<file path="src/rtl/pwm_decoder.sv">
// PWM duty/direction decoder: measures high time and period of a
// sign-magnitude PWM line and reports a 7-bit duty plus direction bit.
module pwm_decoder #(
  parameter int STEP_LOG2  = 7,
  parameter int PERIOD_TOL = 256
) (
  input  logic       clk,
  input  logic       reset,
  input  logic       pwm_in,
  input  logic       dir_in,
  output logic [7:0] pwm_val,
  output logic       valid,
  output logic       period_err,
  output logic       stuck_high
);

  localparam int NOM = 128 << STEP_LOG2;
  localparam int TMO = 2 * NOM;
  localparam int LO  = (NOM > PERIOD_TOL) ? NOM - PERIOD_TOL : 0;
  localparam int HI  = NOM + PERIOD_TOL;

  localparam logic [15:0] TMO_C  = 16'(TMO);
  localparam logic [16:0] LO_C   = 17'(LO);
  localparam logic [16:0] HI_C   = 17'(HI);
  localparam logic [16:0] HALF_C = 17'(1 << (STEP_LOG2 - 1));

  typedef enum logic [1:0] {
    SYNC = 2'd0,
    HIGH = 2'd1,
    LOW  = 2'd2
  } state_t;

  state_t state;

  logic pwm_meta;
  logic pwm_sync;
  logic pwm_dly;
  logic pwm_prev;
  logic dir_meta;
  logic dir_sync;
  logic dir_dly;

  logic [15:0] per_cnt;
  logic [15:0] high_cnt;
  logic [15:0] per_inc;
  logic [15:0] high_inc;

  logic        rise;
  logic        fall;
  logic        in_tol;
  logic        tmo;
  logic [16:0] rnd;
  logic [16:0] quo;
  logic [6:0]  duty;

  // Two-flop synchronizers, then one more stage for edge history
  always_ff @(posedge clk) begin
    if (reset) begin
      pwm_meta <= 1'b0;
      pwm_sync <= 1'b0;
      pwm_dly  <= 1'b0;
      pwm_prev <= 1'b0;
      dir_meta <= 1'b0;
      dir_sync <= 1'b0;
      dir_dly  <= 1'b0;
    end else begin
      pwm_meta <= pwm_in;
      pwm_sync <= pwm_meta;
      pwm_dly  <= pwm_sync;
      pwm_prev <= pwm_dly;
      dir_meta <= dir_in;
      dir_sync <= dir_meta;
      dir_dly  <= dir_sync;
    end
  end

  // Edge detect, saturating increments and period evaluation
  always_comb begin
    rise     = pwm_dly & ~pwm_prev;
    fall     = ~pwm_dly & pwm_prev;
    tmo      = (per_cnt == TMO_C);
    per_inc  = (per_cnt == 16'hFFFF) ? per_cnt : per_cnt + 16'd1;
    high_inc = (high_cnt == 16'hFFFF) ? high_cnt : high_cnt + 16'd1;
    in_tol   = ({1'b0, per_cnt} >= LO_C) && ({1'b0, per_cnt} <= HI_C);
    rnd      = {1'b0, high_cnt} + HALF_C;
    quo      = rnd >> STEP_LOG2;
    duty     = (quo > 17'd127) ? 7'd127 : quo[6:0];
  end

  // Measurement FSM with registered outputs. A restart loads the
  // counters with 1 so the edge cycle itself belongs to the new
  // interval and per_cnt equals the true period at the next edge.
  always_ff @(posedge clk) begin
    if (reset) begin
      state      <= SYNC;
      per_cnt    <= 16'd0;
      high_cnt   <= 16'd0;
      pwm_val    <= 8'h00;
      valid      <= 1'b0;
      period_err <= 1'b0;
      stuck_high <= 1'b0;
    end else begin
      valid      <= 1'b0;
      period_err <= 1'b0;
      if (fall) begin
        stuck_high <= 1'b0;
      end
      unique case (state)
        SYNC: begin
          if (rise) begin
            per_cnt  <= 16'd1;
            high_cnt <= 16'd1;
            state    <= HIGH;
          end
        end
        HIGH: begin
          if (tmo) begin
            if (pwm_dly) begin
              stuck_high <= 1'b1;
              per_cnt    <= 16'd0;
              high_cnt   <= 16'd0;
              state      <= SYNC;
            end else begin
              valid    <= 1'b1;
              pwm_val  <= {dir_dly, 7'd0};
              per_cnt  <= 16'd1;
              high_cnt <= 16'd0;
              state    <= LOW;
            end
          end else begin
            per_cnt <= per_inc;
            if (pwm_dly) begin
              high_cnt <= high_inc;
            end
            if (fall) begin
              state <= LOW;
            end
          end
        end
        LOW: begin
          if (rise) begin
            if (in_tol) begin
              valid   <= 1'b1;
              pwm_val <= {dir_dly, duty};
            end else begin
              period_err <= 1'b1;
            end
            per_cnt  <= 16'd1;
            high_cnt <= 16'd1;
            state    <= HIGH;
          end else if (tmo) begin
            valid    <= 1'b1;
            pwm_val  <= {dir_dly, 7'd0};
            per_cnt  <= 16'd1;
            high_cnt <= 16'd0;
          end else begin
            per_cnt <= per_inc;
          end
        end
        default: begin
          state <= SYNC;
        end
      endcase
    end
  end

endmodule
</file>
<file path="config.mk">
export PLATFORM = sky130hd
export DESIGN_NAME = pwm_decoder
export DESIGN_NICKNAME = d
export VERILOG_FILES = /design/src/rtl/pwm_decoder.sv
export SDC_FILE = /design/constraint.sdc
export NUM_CORES = 1
export LEC_CHECK = 0
export CAP_MARGIN = 10
export CORE_UTILIZATION = 40
export DETAILED_ROUTE_END_ITERATION = 10
export HOLD_SLACK_MARGIN = 0.15
export PLACE_DENSITY_LB_ADDON = 0.25
export SETUP_SLACK_MARGIN = 0.4
export SLEW_MARGIN = 20
export SYNTH_ARGS = -nofsm -noshare
export SYNTH_HDL_FRONTEND = slang
export SYNTH_SLANG_ARGS = --single-unit
</file>
<file path="constraint.sdc">
create_clock -name clk -period 8.25 [get_ports clk]
set_clock_uncertainty 0.2 [all_clocks]
set_input_delay 1.65 -clock clk [delete_from_list [all_inputs] [get_ports clk]]
set_output_delay 1.65 -clock clk [all_outputs]
set_load 0.01 [all_outputs]
</file>
Word level (Yosys, flattened, before mapping)
Cells that the tools add are included.
{"block": "word_totals", "register_bits": 52, "inputBits": 4, "output_inout_bits": 11, "wordCells": 86}
{"block": "classes", "addsub": 3, "order_cmp": 3, "eq_ne": 14, "muxes": 36, "bitwise": 6, "n_reduce_logical": 10}
{"operator": "16-bit 2-to-1 mux", "n": 10}
{"operator": "16-bit case mux with 3 select lines", "n": 2}
{"operator": "16-bit equality test, second input constant", "n": 3}
{"operator": "8-bit 2-to-1 mux", "n": 5}
{"operator": "16-bit by 1-bit adder with 16-bit output, second input constant", "n": 2}
{"operator": "16-bit by 7-bit adder with 17-bit output, second input constant", "n": 1}
{"operator": "16-bit by 14-bit >= comparator with 1-bit output, second input constant", "n": 1}
{"operator": "16-bit by 15-bit less-or-equal comparator with 1-bit output, second input constant", "n": 1}
{"operator": "8-bit case mux with 2 select lines", "n": 1}
{"operator": "3-bit inequality test, second input constant", "n": 5}
{"operator": "1-bit 2-to-1 mux", "n": 11}
{"operator": "10-bit by 7-bit greater-than comparator with 1-bit output, second input constant", "n": 1}
{"operator": "5-bit AND reduction", "n": 2}
{"operator": "2-bit 2-to-1 mux", "n": 4}
{"operator": "7-bit 2-to-1 mux", "n": 1}
{"operator": "2-bit inequality test, second input constant", "n": 3}
{"operator": "1-bit inverter", "n": 4}
{"operator": "2-bit case mux with 2 select lines", "n": 1}
{"operator": "2-bit AND reduction", "n": 2}
{"operator": "3-bit nonzero test", "n": 1}
{"operator": "3-bit OR reduction", "n": 1}
{"operator": "1-bit bitwise AND", "n": 2}
{"operator": "2-bit by 1-bit equality test with 1-bit output, second input constant", "n": 1}
{"operator": "2-bit equality test, second input constant", "n": 1}
{"operator": "6 further kinds", "n": 6}

Longest topological paths before layout
Gate-level depths: netlist of run 1.
{"block": "logic_depth", "ltp_word": 6, "ltp_mapped": 9, "mapped_depth_nobuf": 7}

Least setup slack after synthesis of run 1
OpenSTA, ideal clock, no wires.
{"block": "synth_timing", "kind": "register to register", "startpoint": "register per_cnt[0]", "endpoint": "register pwm_val[0]", "setup_ns": 0.121, "arrival_time_ns": 2.414, "t_required_ns": 7.929, "path_slack_ns": 5.514, "path_stages_with_launch": 10, "n_path_buf": 2, "synth_period_minus_slack_ns": 2.736, "path_cell_list": "dfxtp_1 > inv_1 > ha_1 > or4b_4 > or4_4 > buf_6 > a21boi_4 > a31o_1 > buf_6 > mux2_4"}
{"block": "synth_via", "elab_chain_len": 4, "elab_cells_between_ends": 8, "classes_between": "order compare: 2; eq/ne: 4; reduce/logical: 2"}
{"item": "start: declaration", "line_no": "43", "text": "logic [15:0] per_cnt;"}
{"item": "start signal: assignment", "line_no": "131", "text": "per_cnt <= per_inc;"}
{"item": "start signal: assignment", "line_no": "157", "text": "per_cnt <= per_inc;"}
{"item": "16-bit by 14-bit >= comparator with 1-bit output or 16-bit by 15-bit less-or-equal comparator with 1-bit output (tied branches)", "line_no": "84", "text": "in_tol = ({1'b0, per_cnt} >= LO_C) && ({1'b0, per_cnt} <= HI_C);"}
{"item": "1-bit logical AND", "line_no": "84"}
{"item": "3-bit inequality test (no line)"}
{"item": "5-bit AND reduction (no line) (*)"}
{"item": "end signal: assignment", "line_no": "125", "text": "pwm_val <= {dir_dly, 7'd0};"}
{"item": "end signal: assignment", "line_no": "144", "text": "pwm_val <= {dir_dly, duty};"}
{"item": "end signal: assignment", "line_no": "153", "text": "pwm_val <= {dir_dly, 7'd0};"}
{"item": "end: declaration", "line_no": "11", "text": "output logic [7:0] pwm_val,"}
Every way passes the cells marked *; elsewhere a longest branch is shown, timed or not.
A chain may end at the register's enable or synchronous reset.

Final worst setup path of run 1
{"block": "layout_timing", "startpoint": "register per_cnt[0]", "endpoint": "register high_cnt[15]"}
{"block": "layout_via", "elab_chain_len": 3, "elab_cells_between_ends": 7, "classes_between": "eq/ne: 4; mux: 2; reduce/logical: 1"}
{"item": "16-bit equality test (*)", "line_no": "81", "text": "tmo = (per_cnt == TMO_C);"}
{"item": "3-bit inequality test (no line) or 16-bit 2-to-1 mux (tied branches)"}
{"item": "5-bit AND reduction (no line) or 16-bit case mux with 3 select lines (tied branches)"}
{"item": "end signal: assignment", "line_no": "133", "text": "high_cnt <= high_inc;"}
{"item": "end: declaration", "line_no": "44", "text": "logic [15:0] high_cnt;"}
Marks and branches as above.

==> flow_summary.yaml, run 1 <==
placement:
  dp.final_hpwl_um: 4420
  place_congestion: 0.784
  port_buffers: 14
critical_path:
  worstPathRequired_ns: 8.29
  timing.rr.start: "per_cnt[0]"
  cp-end-kind: "register"
  cpMaxStageDelayCell: "nor4_4"
  r2r_slack_ns: 5.01
  reg2reg_depth: 8
  startpoint_type: "register"
  critPathMaxStageDelay_ns: 0.70
  path_cells: "inv_1 > ha_1 > or4b_4 > nor4_4 > a311oi_2 > buf_4 > or4_1 > a21oi_1"
  regToRegEndpoint: "high_cnt[15]"
  critical_path_class: "register to register"
  worstPathArrival_ns: 3.28
  crit_fanout: 20
yosys:
  synth_top_family_by_area: "simple AND/OR/NAND/NOR gates"
  ys_types: 57
  async_flop_share_pct: 0
  syn_area_sq_um: 2930
  synthAdderAreaFrac_pct: 3.42
  ys_seq_area_share_pct: 35.5
  synth-xor-area-share_pct: 2.99
  synthFlopType: "dfxtp_1"
  synth_nets: 358
  syn_inst: 346
  synth-edff-count: 0
  synth-compound-area-share_pct: 21.3
  yosys_warnings: 0
  synth_mux_area_share_pct: 3.07
  yosys.area_share.simple_pct: 28.3
  syn_avg_cell_area_sq_um: 8.47
  ys_ff_latch: 52
clocking:
  ctsLongestPathBuffers: 2
  cts_buffers: 5
  hold_buffers: 0
  cts.sinks: 52
  worstSkewPairLatency_ns: 0.30
  clkSlewWorstSetupHoldPaths_ns: 0.09
  post_cts_buffers: 0
  cts_tree: "yes"
  cts_resized: 0
  cts_root_buffer: "clkbuf_8"
  htree_levels: 2
pwr:
  power_frac_comb_pct: 4.4
  p_sw_mw: 0.0970
  p_leak_nw: 0.977
  powerDensity_nw_per_um2: 134
  p_clk_share_pct: 36.6
  ir_drop_uv: 55.1
  swShare_pct: 22.5
  intPower_mw: 0.334
  p_seq_share_pct: 59.0
worst_hold_path:
  min_to: "pwm_dly"
  worstHoldPathType: "register to register"
  hp-start: "pwm_sync"
  whs_path_depth: 1
detailed_routing:
  wl_per_cell_um: 14.7
  drcViolationCount: 0
  drt_pass1_iterations: 4
  vias_per_cell: 5.79
  num_vias: 2584
  drt.antenna.violating_nets: 0
  finalWirelength_um: 6550
  drt_iter0_markers: 211
floorplan:
  start_util_pct: 42.2
  io_pins: 15
  core_sq_um: 6940
  dieArea_sq_um: 7670
  die_h_um: 87.6
  die_x_um: 87.6
  rows: 30
grt:
  track_usage_pct: 18.4
  met2_usage_pct: 27.7
  busiest_layer: "met2"
  grt_max_degree: 33
  antenna_found_initial: 0
  grt.met1_usage_pct: 26.1
  grt_pass1_wl_um: 11200
  grt_use_met3_pct: 3.49
  grt_pass1_vias: 2341
  grt-ovfl-total: 0
finish:
  nets: 362
  syn2layout_area_growth_pct: 9.82
  utilization_pct: 46.3
  fillCellCount: 689
  drive_above_1_share_pct: 8.00
  n_antenna_cell: 0
sta:
  setup_violations: 0
  hold_viol: 0
  setup_tns_ns: 0
  whs_ns: 0.255
  final_max_slew_viol_count: 0
  rsz0062_at_grt: "false"
  fmax_mhz: 309
  period_share_pct: 39.3
  min_period_ns: 3.24
  worst_pin_slew_ns: 0.926
  slew_headroom_pct: 37.8
run_status:
  outcome: "completed"
job:
  cap_violations: 0
==> logic make-up after synthesis <==
group,after synthesis
compound gates,96
xor+xnor,10
fa+ha+maj,8
buf+inv,34
flops,52
mux,7
simple gates,139
==> flip-flops by register name (all words and copies together), names as in the netlist <==
| register | cells |
|---|---|
| dir_dly | 1 |
| dir_meta | 1 |
| dir_sync | 1 |
| high_cnt | 16 |
| per_cnt | 16 |
| period_err | 1 |
| pwm_dly | 1 |
| pwm_meta | 1 |
| pwm_prev | 1 |
| pwm_sync | 1 |
| pwm_val | 8 |
| state | 2 |
| stuck_high | 1 |
| valid | 1 |
==> cells in the mapped netlist (3+ instances only) <==
cell      instances  area, sq um
a211oi_1          3         22.5
a21oi_1          41          205
a311oi_1          6         52.6
and3_1            4         25.0
and4_1            3         26.3
buf_2             6         30.0
buf_6             3         33.8
clkbuf_1         13         48.8
dfxtp_1          52         1040
ha_1              8          100
inv_1            12         45.0
mux2_4            4         60.1
mux2i_1           3         30.0
nand2_1          13         48.8
nand2b_1          7         43.8
nand3_1          20          100
nand4_1          10         62.6
nor2_1           20         75.1
nor2b_1          14         87.6
nor3_1           12         60.1
nor4_1            3         18.8
o21ai_0           9         45.0
o22a_1            3         26.3
o31ai_1          11         82.6
or2_2             3         18.8
or3_1             6         37.5
or4_1            10         75.1
xnor2_1           8         70.1
==> routing by layer <==
layer | routed length [um] | up-vias
met5 | 0 | -
li1 | - | 1311
met2 | 2790 | 32
met4 | 87 | 0
met1 | 3480 | 1234
met3 | 194 | 7
==> worst max path at each step <==
stage | endpoint | start | cells after the start | slack (ns)
2_1_floorplan | pwm_val[0] | per_cnt[0] | 9 | 5.51
3_3_place_gp | pwm_val[5] | reset | 5 | 4.92
3_5_place_dp | pwm_val[5] | reset | 5 | 4.89
4_1_cts | high_cnt[8] | per_cnt[0] | 8 | 5.03
5_1_grt | high_cnt[8] | per_cnt[0] | 8 | 4.81
6_report | high_cnt[15] | per_cnt[0] | 8 | 5.01
==> final cells by class <==
| type | count | area (sq um) | share of cell area [%] |
|---|---|---|---|
| Multi-Input combinational cell | 260 | 1740 | 54.0 |
| Sequential cell | 52 | 1040 | 32.3 |
| Timing Repair Buffer | 19 | 178 | 5.52 |
| Tap cell | 96 | 120 | 3.73 |
| Clock buffer | 7 | 96.3 | 2.99 |
| Inverter | 12 | 45.0 | 1.40 |
==> metrics by stage <==
step           setup WS, ns  std cells  area (sq um)  power [mW]
6_report               5.01        446          3220       0.431
3_3_place_gp           4.92        439          3120       0.279
3_5_place_dp           4.89        439          3120       0.279
5_1_grt                4.81        446          3220       0.449
4_1_cts                5.03        446          3220       0.435
2_1_floorplan          5.51        346          2930       0.273
==> power groups by stage <==
stage | registers (mW) | logic, mW | clock network [mW]
2_1_floorplan | 0.259 | 0.0135 | 0
3_3_place_gp | 0.260 | 0.0187 | 0
3_5_place_dp | 0.260 | 0.0190 | 0
4_1_cts | 0.254 | 0.0191 | 0.162
5_1_grt | 0.255 | 0.0209 | 0.174
6_report | 0.254 | 0.0190 | 0.158
==> cells in the final DEF (no fill, tap or decap), types with 3 or more instances in the layout <==
cell type / synthesis / layout
a21oi_1: 41 / 41
or2_2: 3 / 3
nand2b_1: 7 / 7
nor4_1: 3 / 3
o21ai_0: 9 / 9
ha_1: 8 / 8
nand3_1: 20 / 20
buf_4: 0 / 5
and4_1: 3 / 3
mux2i_1: 3 / 3
nor3_1: 12 / 12
a311oi_1: 6 / 5
nand4_1: 10 / 10
or3_1: 6 / 6
or4_1: 10 / 10
nand2_1: 13 / 13
clkbuf_8: 0 / 7
nor2b_1: 14 / 14
mux2_4: 4 / 4
dfxtp_1: 52 / 52
clkdlybuf4s50_1: 0 / 14
a211oi_1: 3 / 3
o22a_1: 3 / 3
inv_1: 12 / 12
nor2_1: 20 / 20
xnor2_1: 8 / 8
o31ai_1: 11 / 11
and3_1: 4 / 4
==> worst max-delay path: cells and delay by family, from the launching register on <==
| family | cells | cell delay, ns |
|---|---|---|
| AND/OR/NAND/NOR | 3 | 1.71 |
| AO/OA/AOI/OAI | 2 | 0.38 |
| flip-flops | 1 | 0.36 |
| adder cells (fa/ha/maj) | 1 | 0.15 |
| buffers and inverters | 2 | 0.38 |
No activity file was read; power rests on OpenSTA's default activity.
==> run 2, diff against run 1 <==
==> constraint.sdc (replaced) <==
create_clock -name clk -period 3.2 [get_ports clk]
set_clock_uncertainty 0.2 [all_clocks]
set_input_delay 0.64 -clock clk [delete_from_list [all_inputs] [get_ports clk]]
set_output_delay 0.64 -clock clk [all_outputs]
set_load 0.01 [all_outputs]
==> run 2 against run 1 <==
Non-clock buffer count rose by 10. Worst setup slack worse by 4.5 ns. Global-route usage shrank 0.67 points. Combinational power grew to 2.9 times the previous value. Total power rose to 2.8 times the previous value. Largest power group unchanged. Register-to-register slack worse by 4.5 ns. Clock power rose to 3.1 times the previous value. Final cell count rose by 2.5%.
==> flow_summary.yaml, run 2 (synthesized netlist as in run 1, its figures left out) <==
run_status:
  outcome: "completed"
sta:
  finalWorstSetupSlack_ns: 0.486
  rsz0062_at_grt: "false"
  whs_ns: 0.251
  setup_violations: 0
  min_period_ns: 2.71
  final_max_slew_viol_count: 0
  worst_pin_slew_ns: 0.531
  fmax_mhz: 368
  period_share_pct: 84.8
  setup_tns_ns: 0
  hold_viol: 0
  slew_headroom_pct: 64.5
critical_path:
  worstPathRequired_ns: 3.21
  crit_fanout: 7
  r2r_slack_ns: 0.49
  reg2reg_depth: 7
  cp-end-kind: "register"
  worstPathArrival_ns: 2.72
  critical_path_class: "register to register"
  startpoint_type: "register"
  regToRegEndpoint: "pwm_val[5]"
  timing.rr.start: "per_cnt[0]"
clocking:
  cts.sinks: 52
  ctsLongestPathBuffers: 2
  clkSlewWorstSetupHoldPaths_ns: 0.09
  worstSkewPairLatency_ns: 0.31
  cts_tree: "yes"
  htree_levels: 2
  cts_root_buffer: "clkbuf_8"
  cts_buffers: 5
  hold_buffers: 0
grt:
  grt-ovfl-total: 0
  grt_max_degree: 23
  grt_pass1_vias: 2280
  track_usage_pct: 17.7
  grt_pass1_wl_um: 10700
  antenna_found_initial: 0
pwr:
  p_leak_nw: 1.05
  powerDensity_nw_per_um2: 358
  power_mw: 1.20
  ir_drop_uv: 204
detailed_routing:
  drt_pass1_iterations: 4
  vias_per_cell: 5.65
  drt.antenna.violating_nets: 0
  num_vias: 2582
  drcViolationCount: 0
  drt_iter0_markers: 118
  finalWirelength_um: 6460
  wl_per_cell_um: 14.1
floorplan:
  dieArea_sq_um: 7670
  die_x_um: 87.6
  die_h_um: 87.6
  start_util_pct: 42.2
  rows: 30
  io_pins: 15
  core_sq_um: 6940
finish:
  nets: 372
  final_cell_mix: "dfxtp_1 (52), a21oi_1 (41), nand3_1 (20), nor2_1 (20)"
  layoutNonFillerInstCount: 457
  utilization_pct: 48.4
  reg.largest.list: "high_cnt x16, per_cnt x16, pwm_val x8"
  drive_above_1_share_pct: 11.4
  final_common_cell: "dfxtp_1"
  n_antenna_cell: 0
  fillCellCount: 679
  design_area_sq_um: 3360
  syn2layout_area_growth_pct: 14.8
placement:
  pre_cts_ws_ns: 0.277
  port_buffers: 14
  dpl_cell_area_sq_um: 3170
  dp.cells: 446
  dp.final_hpwl_um: 4520
  place_congestion: 0.798
worst_hold_path:
  min_to: "dir_dly"
  whs_path_depth: 1
  worstHoldPathType: "register to register"
  hp-start: "dir_sync"
job:
  cap_violations: 0
==> run 2: cell count changes in the layout (fill, tap and decap cells not counted), sizes merged <==
cell           previous run  this run
buf                       5        14
bufinv                    0         1
clkdlybuf4s15             0         1
==> run 2: where the power goes <==
group	internal, mW	switching (mW)
clock	0.276	0.218
sequential	0.651	0.00428
combinational	0.0210	0.0334
==> run 2: area by class of cell <==
type / instances / area [sq um] / share of cell area [%]
Multi-Input combinational cell: 260 / 1770 / 52.6
Sequential cell: 52 / 1040 / 31.0
Timing Repair Buffer: 29 / 260 / 7.74
Tap cell: 96 / 120 / 3.57
Clock buffer: 7 / 96.3 / 2.86
Inverter: 12 / 45.0 / 1.34
Clock inverter: 1 / 30.0 / 0.893
==> run 2: repair_timing <==
action / CTS / global route
gates resized for setup: 4 / 2
cloned: 0 / 1
setup endpoints to repair: 5 / 13
buffers inserted: 0 / 2
pin swaps: 0 / 4
==> run 2: layer usage <==
| metal | up-vias | GRT usage (%) | part of all wire [%] |
|---|---|---|---|
| met1 | 1204 | 24.1 | 52 |
| met5 | - | 0 | 0 |
| met3 | 8 | 3.30 | 3.0 |
| li1 | 1329 | - | - |
| met4 | 0 | 5.81 | 1.2 |
| met2 | 41 | 28.3 | 44 |
==> run 2: worst max-delay path by stage <==
stage,depth (start not counted),start,slack [ns],endpoint
after detailed placement,7,per_cnt[0],0.28,pwm_val[4]
final,7,per_cnt[0],0.49,pwm_val[5]
after global placement,7,per_cnt[0],0.31,pwm_val[4]
after floorplan,9,per_cnt[0],0.46,pwm_val[0]
after global routing,7,per_cnt[0],0.40,pwm_val[4]
after CTS,7,per_cnt[0],0.40,pwm_val[4]
==> run 2: worst max-delay path, cell delays in order, from the launching register on <==
cell	delay (ns)
dfxtp_1	0.35
inv_1	0.09
ha_1	0.15
or4b_4	0.50
or4_4	0.58
o21ai_2	0.19
a31o_4	0.24
mux2_4	0.31
==> run 3, diff against run 2 <==
==> constraint.sdc (replaced) <==
create_clock -name clk -period 2.6 [get_ports clk]
set_clock_uncertainty 0.2 [all_clocks]
set_input_delay 0.52 -clock clk [delete_from_list [all_inputs] [get_ports clk]]
set_output_delay 0.52 -clock clk [all_outputs]
set_load 0.01 [all_outputs]
==> run 3 against run 2 <==
Largest power group unchanged. Register-to-register slack got worse by 0.57 ns. Combinational power increased by 78%. Global-route usage grew 3.0 points. Via count up 12%. Critical path type unchanged. The flow now finishes with violations (setup timing). Final cell count up 11%. Critical path depth is 5 higher. Flip-flop and latch count did not move. Final area grew 19%. Sequential power rose by 23%. First-iteration DRC count increased by 92%. Largest cell class unchanged. Highest routed layer unchanged. Worst setup slack worse by 0.57 ns.
==> flow_summary.yaml, run 3 (synthesized netlist as in run 1, its figures left out) <==
grt:
  grt_max_degree: 31
  track_usage_pct: 20.7
  grt-ovfl-total: 0
  grt_pass1_wl_um: 12500
  grt_pass1_vias: 2647
  antenna_found_initial: 0
finish:
  final_cell_mix: "dfxtp_1 (51), buf_4 (46), a21oi_1 (24)"
  syn2layout_area_growth_pct: 36.7
  layoutNonFillerInstCount: 506
  n_antenna_cell: 0
  final_common_cell: "dfxtp_1"
  reg.largest.list: "high_cnt x16, per_cnt x16, pwm_val x8"
  drive_above_1_share_pct: 32.0
  nets: 421
clocking:
  ctsLongestPathBuffers: 2
  cts.sinks: 52
  htree_levels: 2
  clkSlewWorstSetupHoldPaths_ns: 0.09
  cts_buffers: 5
  worstSkewPairLatency_ns: 0.31
  cts_tree: "yes"
  cts_root_buffer: "clkbuf_8"
  hold_buffers: 0
floorplan:
  io_pins: 15
  rows: 30
  start_util_pct: 42.2
  dieArea_sq_um: 7670
  core_sq_um: 6940
  die_h_um: 87.6
  die_x_um: 87.6
sta:
  final_max_slew_viol_count: 0
  worst_pin_slew_ns: 0.511
  rsz0062_at_grt: "true"
  period_share_pct: 103
  setup_tns_ns: -0.211
  min_period_ns: 2.68
  slew_headroom_pct: 65.9
  finalWorstSetupSlack_ns: -0.0796
  fmax_mhz: 373
  hold_viol: 0
  setup_violations: 7
critical_path:
  worstPathArrival_ns: 2.66
  startpoint_type: "register"
  crit_top_cell: "buf_6"
  regToRegEndpoint: "per_cnt[0]"
  critPathMaxStageDelay_ns: 0.47
  critPathBufInv: 6
  cp-end-kind: "register"
  critical_path_class: "register to register"
  cpMaxStageDelayCell: "or4b_4"
  crit_fanout: 5
  r2r_slack_ns: -0.08
  timing.rr.start: "per_cnt[0]"
  reg2reg_depth: 12
  worstPathRequired_ns: 2.58
  path_delay_family: "simple AND/OR/NAND/NOR gates"
  path_cells: "inv_2 > ha_1 > or4b_4 > buf_6 > nor4_4 > buf_4 > buf_6 > buf_4 > buf_6 > a21oi_1 > nor3_1 > nor4_1"
worst_hold_path:
  worstHoldPathType: "register to register"
  whs_path_depth: 1
  min_to: "pwm_sync"
  hp-start: "pwm_meta"
pwr:
  ir_drop_uv: 184
  powerDensity_nw_per_um2: 364
  p_leak_nw: 1.34
placement:
  dp.cells: 475
  dp.final_hpwl_um: 4920
  place_congestion: 0.830
  port_buffers: 14
  pre_cts_ws_ns: -0.0668
detailed_routing:
  drt_iter0_markers: 226
  vias_per_cell: 5.73
  drcViolationCount: 0
  finalWirelength_um: 7800
  wl_per_cell_um: 15.4
  drt.antenna.violating_nets: 0
  drt_pass1_iterations: 4
  num_vias: 2897
run_status:
  outcome: "finished, violations left"
  violations: "setup timing"
job:
  cap_violations: 0
## run 3: cell types whose count changed in the layout (fill, tap and decap cells not counted), sizes merged
cell and change:
clkdlybuf4s15 -1, nor3 +1, a31o +1, clkinv +1, buf +47
## run 3: timing repair
action,4_1_cts,5_1_grt
setup endpoints to repair,44,44
setup buffers,12,7
gates resized for setup,22,35
pin swaps,7,19
cloned,2,2
## run 3: worst max path at each step
| stage | from | endpoint | depth (start not counted) |
|---|---|---|---|
| finish | per_cnt[0] | per_cnt[0] | 12 |
| global route | per_cnt[0] | per_cnt[0] | 12 |
| CTS | per_cnt[0] | pwm_val[0] | 8 |
| detailed placement | per_cnt[0] | high_cnt[12] | 9 |
| global placement | per_cnt[0] | pwm_val[0] | 9 |
| floorplan | per_cnt[0] | pwm_val[0] | 9 |
## run 3: stage by stage
stage | hold slack, ns | cell area (sq um) | power [mW] | util, %
2_1_floorplan | 0.214 | 2980 | 0.870 | -
3_3_place_gp | 0.228 | 3460 | 0.899 | 49.8
3_5_place_dp | 0.229 | 3460 | 0.900 | 49.8
4_1_cts | 0.261 | 3780 | 1.46 | 54.5
5_1_grt | 0.266 | 4010 | 1.50 | 57.7
6_report | 0.256 | 4010 | 1.46 | 57.7
## run 3: metal layers
metal | part of all wire (%) | track usage, %
met4 | 1.8 | 6.86
met2 | 46 | 33.7
met3 | 4.4 | 3.86
met5 | 0 | 0
met1 | 48 | 27.7
## run 3: power by group
group	total (mW)	switching, mW	internal [mW]
sequential	0.805	0.00296	0.802
clock	0.557	0.271	0.286
combinational	0.0966	0.0556	0.0410
## run 3: final cells by class
| class | instances | area, sq um |
|---|---|---|
| clock buffers | 6 | 72.6 |
| clock inverters | 2 | 35.0 |
| fillers | 631 | 2940 |
| inverters | 12 | 45.0 |
| multi-input cells | 262 | 1990 |
| flip-flops and latches | 52 | 1040 |
| well taps | 96 | 120 |
| repair buffers | 76 | 697 |
